===== config.mk =====
export PLATFORM = sky130hd
export DESIGN_NAME = ws2811_rx
export DESIGN_NICKNAME = d
export VERILOG_FILES = /design/src/rtl/ws2811_rx.sv
export SDC_FILE = /design/constraint.sdc
export NUM_CORES = 1
export LEC_CHECK = 0
export BUFFER_PORTS_ARGS = -buffer_cell sky130_fd_sc_hd__buf_4
export CORE_MARGIN = 5
export CORE_UTILIZATION = 50
export DETAILED_ROUTE_END_ITERATION = 8
export PLACE_DENSITY = 0.69
export SLEW_MARGIN = 20
export SYNTH_ARGS = -nofsm -noshare
export SYNTH_HDL_FRONTEND = slang
export SYNTH_SLANG_ARGS = --single-unit

===== constraint.sdc =====
create_clock -name clk -period 4.5 [get_ports clk]
set_input_delay 0.45 -clock clk [delete_from_list [all_inputs] [get_ports clk]]
set_output_delay 0.45 -clock clk [all_outputs]
set_load 0.02 [all_outputs]

===== src/rtl/ws2811_rx.sv =====
// WS2811/WS2812 single-wire receiver: decodes DI pulse widths into 24-bit GRB pixels,
// indexes them within a frame and reports the latch gap as end-of-frame.
module ws2811_rx #(
    parameter int SYSTEM_CLOCK = 50_000_000,
    parameter int MAX_LEDS     = 8,
    parameter int ADDR_WIDTH   = 3
) (
    input  logic                  clk,
    input  logic                  reset,
    input  logic                  DI,
    output logic                  pixel_valid,
    output logic [ADDR_WIDTH-1:0] pixel_address,
    output logic [7:0]            green_out,
    output logic [7:0]            red_out,
    output logic [7:0]            blue_out,
    output logic                  frame_done,
    output logic [ADDR_WIDTH:0]   frame_pixels,
    output logic                  overflow,
    output logic                  bit_error
);

    localparam int CYCLE_COUNT  = SYSTEM_CLOCK / 800000;
    localparam int THRESH       = CYCLE_COUNT / 2;
    localparam int MIN_HIGH     = CYCLE_COUNT / 10;
    localparam int RESET_DETECT = SYSTEM_CLOCK / 20000;

    localparam int HW = $clog2(CYCLE_COUNT + 1);
    localparam int LW = $clog2(RESET_DETECT + 1);

    localparam logic [HW-1:0]       H_LAST   = HW'(CYCLE_COUNT - 1);
    localparam logic [HW-1:0]       H_THRESH = HW'(THRESH);
    localparam logic [HW-1:0]       H_MIN    = HW'(MIN_HIGH);
    localparam logic [LW-1:0]       L_LAST   = LW'(RESET_DETECT - 1);
    localparam logic [ADDR_WIDTH:0] PIX_MAX  = (ADDR_WIDTH + 1)'(MAX_LEDS);

    typedef enum logic [1:0] {
        SYNC,
        IDLE,
        HIGH,
        LOW
    } state_e;

    state_e                state_q;
    logic                  sync1_q;
    logic                  ds_q;
    logic                  ds_prev_q;
    logic [HW-1:0]         h_cnt_q;
    logic [LW-1:0]         l_cnt_q;
    logic [4:0]            bit_cnt_q;
    logic [22:0]           shift_q;
    logic [ADDR_WIDTH:0]   pix_idx_q;

    logic                  pixel_valid_q;
    logic [ADDR_WIDTH-1:0] pixel_address_q;
    logic [7:0]            green_q;
    logic [7:0]            red_q;
    logic [7:0]            blue_q;
    logic                  frame_done_q;
    logic [ADDR_WIDTH:0]   frame_pixels_q;
    logic                  overflow_q;
    logic                  bit_error_q;

    logic                  rise;
    logic                  bit_d;
    logic [23:0]           word_d;

    always_comb begin
        rise   = ds_q & ~ds_prev_q;
        bit_d  = (h_cnt_q > H_THRESH);
        word_d = {shift_q, bit_d};
    end

    always_ff @(posedge clk) begin
        if (reset) begin
            state_q         <= SYNC;
            sync1_q         <= 1'b0;
            ds_q            <= 1'b0;
            ds_prev_q       <= 1'b0;
            h_cnt_q         <= '0;
            l_cnt_q         <= '0;
            bit_cnt_q       <= '0;
            shift_q         <= '0;
            pix_idx_q       <= '0;
            pixel_valid_q   <= 1'b0;
            pixel_address_q <= '0;
            green_q         <= '0;
            red_q           <= '0;
            blue_q          <= '0;
            frame_done_q    <= 1'b0;
            frame_pixels_q  <= '0;
            overflow_q      <= 1'b0;
            bit_error_q     <= 1'b0;
        end else begin
            sync1_q       <= DI;
            ds_q          <= sync1_q;
            ds_prev_q     <= ds_q;
            pixel_valid_q <= 1'b0;
            frame_done_q  <= 1'b0;
            bit_error_q   <= 1'b0;

            unique case (state_q)
                // Wait for a full latch gap so decoding never starts mid-frame.
                SYNC: begin
                    if (ds_q) begin
                        l_cnt_q <= '0;
                    end else if (l_cnt_q == L_LAST) begin
                        l_cnt_q <= '0;
                        state_q <= IDLE;
                    end else begin
                        l_cnt_q <= l_cnt_q + 1'b1;
                    end
                end

                IDLE: begin
                    if (rise) begin
                        state_q    <= HIGH;
                        h_cnt_q    <= HW'(1);
                        bit_cnt_q  <= '0;
                        pix_idx_q  <= '0;
                        overflow_q <= 1'b0;
                    end
                end

                HIGH: begin
                    if (ds_q) begin
                        if (h_cnt_q == H_LAST) begin
                            bit_error_q <= 1'b1;
                            l_cnt_q     <= '0;
                            state_q     <= SYNC;
                        end else begin
                            h_cnt_q <= h_cnt_q + 1'b1;
                        end
                    end else if (h_cnt_q < H_MIN) begin
                        bit_error_q <= 1'b1;
                        l_cnt_q     <= '0;
                        state_q     <= SYNC;
                    end else begin
                        shift_q <= word_d[22:0];
                        l_cnt_q <= LW'(1);
                        state_q <= LOW;
                        if (bit_cnt_q == 5'd23) begin
                            bit_cnt_q <= '0;
                            if (pix_idx_q < PIX_MAX) begin
                                pixel_valid_q   <= 1'b1;
                                pixel_address_q <= pix_idx_q[ADDR_WIDTH-1:0];
                                green_q         <= word_d[23:16];
                                red_q           <= word_d[15:8];
                                blue_q          <= word_d[7:0];
                                pix_idx_q       <= pix_idx_q + 1'b1;
                            end else begin
                                overflow_q <= 1'b1;
                            end
                        end else begin
                            bit_cnt_q <= bit_cnt_q + 1'b1;
                        end
                    end
                end

                LOW: begin
                    if (ds_q) begin
                        h_cnt_q <= HW'(1);
                        state_q <= HIGH;
                    end else if (l_cnt_q == L_LAST) begin
                        frame_done_q   <= 1'b1;
                        frame_pixels_q <= pix_idx_q;
                        if (bit_cnt_q != 5'd0) begin
                            bit_error_q <= 1'b1;
                        end
                        bit_cnt_q <= '0;
                        l_cnt_q   <= '0;
                        state_q   <= IDLE;
                    end else begin
                        l_cnt_q <= l_cnt_q + 1'b1;
                    end
                end

                default: state_q <= SYNC;
            endcase
        end
    end

    assign pixel_valid   = pixel_valid_q;
    assign pixel_address = pixel_address_q;
    assign green_out     = green_q;
    assign red_out       = red_q;
    assign blue_out      = blue_q;
    assign frame_done    = frame_done_q;
    assign frame_pixels  = frame_pixels_q;
    assign overflow      = overflow_q;
    assign bit_error     = bit_error_q;

endmodule

# Word level (Yosys, flattened, before mapping)
# Index checks and enable logic that the tools add are counted.
word_totals:
  wordCells: 115
  register_bits: 90
  out_inout_bits: 35
  in_bits: 3
op_classes:
  n_eq_ne: 19
  bitwise_logic: 7
  magnitude_cmp: 3
  n_addsub: 4
  n_reduce_logical: 16
  muxes: 48
ops:
  columns: ["op", "n"]
  rows:
  - ["two-way mux 12 bit", 5]
  - ["one-hot mux 12 bit (3 select lines)", 1]
  - ["two-way mux 5 bit", 6]
  - ["two-way mux 6 bit", 4]
  - ["!= test 2 bit, second input constant", 12]
  - ["two-way mux 4 bit", 5]
  - ["one-hot mux 6 bit (3 select lines)", 1]
  - ["AND reduction 6 bit", 3]
  - ["one-hot mux 5 bit (3 select lines)", 1]
  - ["two-way mux 1 bit", 14]
  - ["two-way mux 2 bit", 7]
  - ["adder 12 x 1 -> 12 bit, second input constant", 1]
  - ["equality test 12 bit, second input constant", 1]
  - ["AND reduction 3 bit", 4]
  - ["AND reduction 5 bit", 2]
  - ["one-hot mux 2 bit (4 select lines)", 1]
  - ["one-hot mux 4 bit (2 select lines)", 1]
  - ["adder 6 x 1 -> 6 bit, second input constant", 1]
  - ["equality test 6 bit, second input constant", 1]
  - ["greater-than comparator 6 x 5 -> 1 bit, second input constant", 1]
  - ["less-than comparator 6 x 3 -> 1 bit, second input constant", 1]
  - ["NOT 1 bit", 6]
  - ["nonzero test 3 bit", 2]
  - ["adder 5 x 1 -> 5 bit, second input constant", 1]
  - ["13 further kinds", 15]

# Depth between registers and ports, before layout
logic_depth:
  word_depth: 6
  ltp_mapped: 7
  mapped_depth_nobuf: 6

# Worst setup path before layout
# No wires, ideal clock.
synth_timing:
  path_kind: "reg2reg"
  startpoint: "register state_q[1]"
  endpoint: "register blue_q[0], in the netlist blue_out[0]"
  required_ps: 4372
  period_less_slack_ps: 1722
  stages_incl_launch_ff: 6
  setup_ps: 128
  setup_slack_ps: 2778
  t_arrival_ps: 1595
  n_path_buf: 1
  path_cell_list: "dfxtp_1 -> or3b_4 -> nor4b_4 -> buf_6 -> mux2i_1 -> nor2_1"
synth_between:
  elab_chain_len: 2
synth_rtl:
  columns: ["element", "line_no", "text"]
  rows:
  - ["start: declaration", "43", "state_e state_q;"]
  - ["start signal: assignment", "75", "state_q <= SYNC;"]
  - ["start signal: assignment", "108", "state_q <= IDLE;"]
  - ["start signal: assignment", "116", "state_q <= HIGH;"]
  - ["equality test 2 bit", "101", "unique case (state_q)"]
  - ["AND reduction 5 bit (no line)", null, null]
  - ["end signal: assignment", "148", "blue_q <= word_d[7:0];"]
  - ["end: declaration", "57", "logic [7:0] blue_q;"]
# No other way between the ends.
# A chain may end at the register's enable or synchronous reset.

# Worst setup path after layout
layout_timing:
  startpoint: "register state_q[1]"
  endpoint: "register green_q[2], in the netlist green_out[2]"
layout_between:
  elab_chain_len: 2
layout_rtl:
  columns: ["element", "line_no", "text"]
  rows:
  - ["equality test 2 bit", "101", null]
  - ["AND reduction 5 bit (no line)", null, null]
  - ["end signal: assignment", "146", "green_q <= word_d[23:16];"]
  - ["end: declaration", "55", "logic [7:0] green_q;"]
# No other way between the ends.

==> results.txt <==
clk_lat worst skew = 360 ps
Clock Skew = 9.04 ps
Synth Area in Simple Gates = 23.4%
Max-cap violations = 0
top cells by area, synth = dfxtp_1 46%, mux2i_1 9.9%, nand2_1 5.5%
RSZ-0062 raised after global routing = false
Fillers = 728
outcome = finished, final reports clean
DP HPWL = 5.37 mm
Reg area = 0.00180 mm^2
DR iter-0 viols = 188
layout cells sized above 1 = 14.0%
Hold WC Path Type = in -> reg
die width = 98.7 um
Max FO, Critical Path = 25
area occupied by multi-input gates = 0.00195 mm^2
gpl congestion = 0.842
hold path startpoint = DI
main combinational cell family by area after synthesis = simple AND/OR/NAND/NOR gates
worst setup path start = state_q[1]
Tcrit/Tclk final = 60.6%
commonest non-fill, non-tap cell in the layout = dfxtp_1
Worst-Margin Slew = 902 ps
IO Port Bufs = 37
Die H = 98.7 um
yosys warns = 0
die area = 0.00975 mm^2
overall routing resource usage = 17.5%
Final Power = 1340 uW
Vias = 3238
Initial Util = 51.2%
worst vdd rail ir drop = 172 uV
placed cell count = 551
Pre-antenna DRT Iters = 4
FF+latch count, synth = 90
postcts setup bufs = 0
Gate Count Post-Synth = 439
Cell Rows = 32
Core ar. = 0.00769 mm^2
Seq/Total Area, Yosys = 45.8%
Avg Cell Area, Syn = 8.97 um^2
startpoint types = flip-flop
largest net degree at the start of global routing = 82
Fin Setup TNS = 0 ps
hold buffer count at CTS = 0
CTS buffer count = 9
mapped cell area = 0.00394 mm^2
Pwr Density = 305 mW/mm^2
fin crit period = 2730 ps
Ant. Diodes = 0
post_cts resized = 0
Post-Syn Nets = 448
Synth async-reset ratio = 0%
xor-xnor portion of the synthesized cell area = 0%
Reg2Reg Launch Point = state_q[1]
Worst Path Arrival = 2950 ps
area delta synth->final = 11.7%
Synth Flop Type = dfxtp_1
Clock Sinks = 90
Routed Antenna Nets = 0
post-synth top area share = 45.8%
global-route wire length before repair = 14.3 mm
Post-layout nets = 469
CP Capture Type = flip-flop
Hold Vio Cnt, Final = 0
DRC = 0
most frequent cells in the layout = 90 x dfxtp_1, 58 x nand2_1, 43 x nor2_1
mux cell area share after synthesis = 10.2%
worst setup path category = reg -> reg
Register-to-Register Setup Slack = 1770 ps
vias in the first global route = 3124
compound-gate portion of the synthesized area = 14.0%
Core Util, Final = 57.2%
max-slew violations = 0
Clock Path Buffers = 2
CTS tree = done
vias per cell = 5.71
Yosys cell types = 60
DR WL/cell = 14.6 um
Rel. slew slack = 39.9%
H-tree Lvls = 3
Synth area leader = dfxtp_1
Worst-path clk slew = 90 ps
static leakage = 0.00152 uW
EDFF count, synth = 0
GRT overflow = 0
IO Pins = 38
antenna violations before repair = 0
Post-Layout Cell Count = 567
WP data required = 4720 ps
fmax = 0.367 GHz
adder-cell share of the synthesized area = 1.91%
Root Driver = clkbuf_8
Setup-failing EPs final = 0
Post-Route WL = 8.27 mm
-- cell families after synthesis --
logic type / count (synthesis)
compound gates: 83
fa+ha+maj: 6
buf+inv: 41
flops: 90
mux: 40
simple gates: 179
-- sequential cells by signal, summed over array words and instances, names as in the netlist, 2 cells and up --
signal,cells
pix_idx_q,4
l_cnt_q,12
state_q,2
blue_out,8
bit_cnt_q,5
frame_pixels,4
h_cnt_q,6
red_out,8
shift_q,23
pixel_address,3
green_out,8
-- metrics by stage --
step | worst slack [ps] | instance area (um^2) | hold WS, ps
CTS | 1760 | 4400 | 323
global route | 1610 | 4400 | 317
floorplan | 2780 | 3940 | 414
detailed placement | 1780 | 4220 | 452
finish | 1770 | 4400 | 332
global placement | 1870 | 4220 | 417
-- layer usage --
layer | up-vias | part of all wire, % | global-route usage, %
li1 | 1608 | - | -
met1 | 1560 | 46 | 21.8
met2 | 59 | 48 | 28.9
met3 | 11 | 4.5 | 4.32
met4 | 0 | 1.4 | 7.14
met5 | - | 0 | 0
-- power by group --
group	switching (uW)	internal, uW
logic	20.5	9.57
clock network	301	206
registers	4.08	799
total	325	1010
-- worst paths after layout --
path | depth (start not counted) | to
max | 5 | green_out[2]
min | 2 | sync1_q
max reg2reg | 5 | green_out[2]
min reg2reg | 1 | l_cnt_q[11]
-- final cells by class --
type / instances / share of cell area, %
Clock buffer: 10 / 2.90
Clock inverter: 6 / 1.11
Inverter: 11 / 0.939
Multi-Input combinational cell: 308 / 44.3
Sequential cell: 90 / 41.0
Tap cell: 102 / 2.90
Timing Repair Buffer: 40 / 6.83
-- Yosys cell counts, drive strengths merged (3+ instances only) --
library cell,n
ha,6
clkbuf,19
o21ai,8
buf,11
mux2i,39
o211ai,3
nor3,7
nor4b,3
a31oi,7
nand2b,3
or4,4
a21oi,38
nor2b,7
nand3b,5
a211oi,3
nand4,11
a32oi,3
o21a,3
nand2,59
and3,5
o41ai,4
nand3,13
nor2,44
dfxtp,90
inv,11
-- worst max-delay path, stage by stage, from the launching register on --
cell and delay [ps]:
dfxtp_1 640, or3b_4 470, nor4b_4 690, buf_4 480, mux2i_1 260, nor2_1 50
Power figures use the tool's default switching activity.
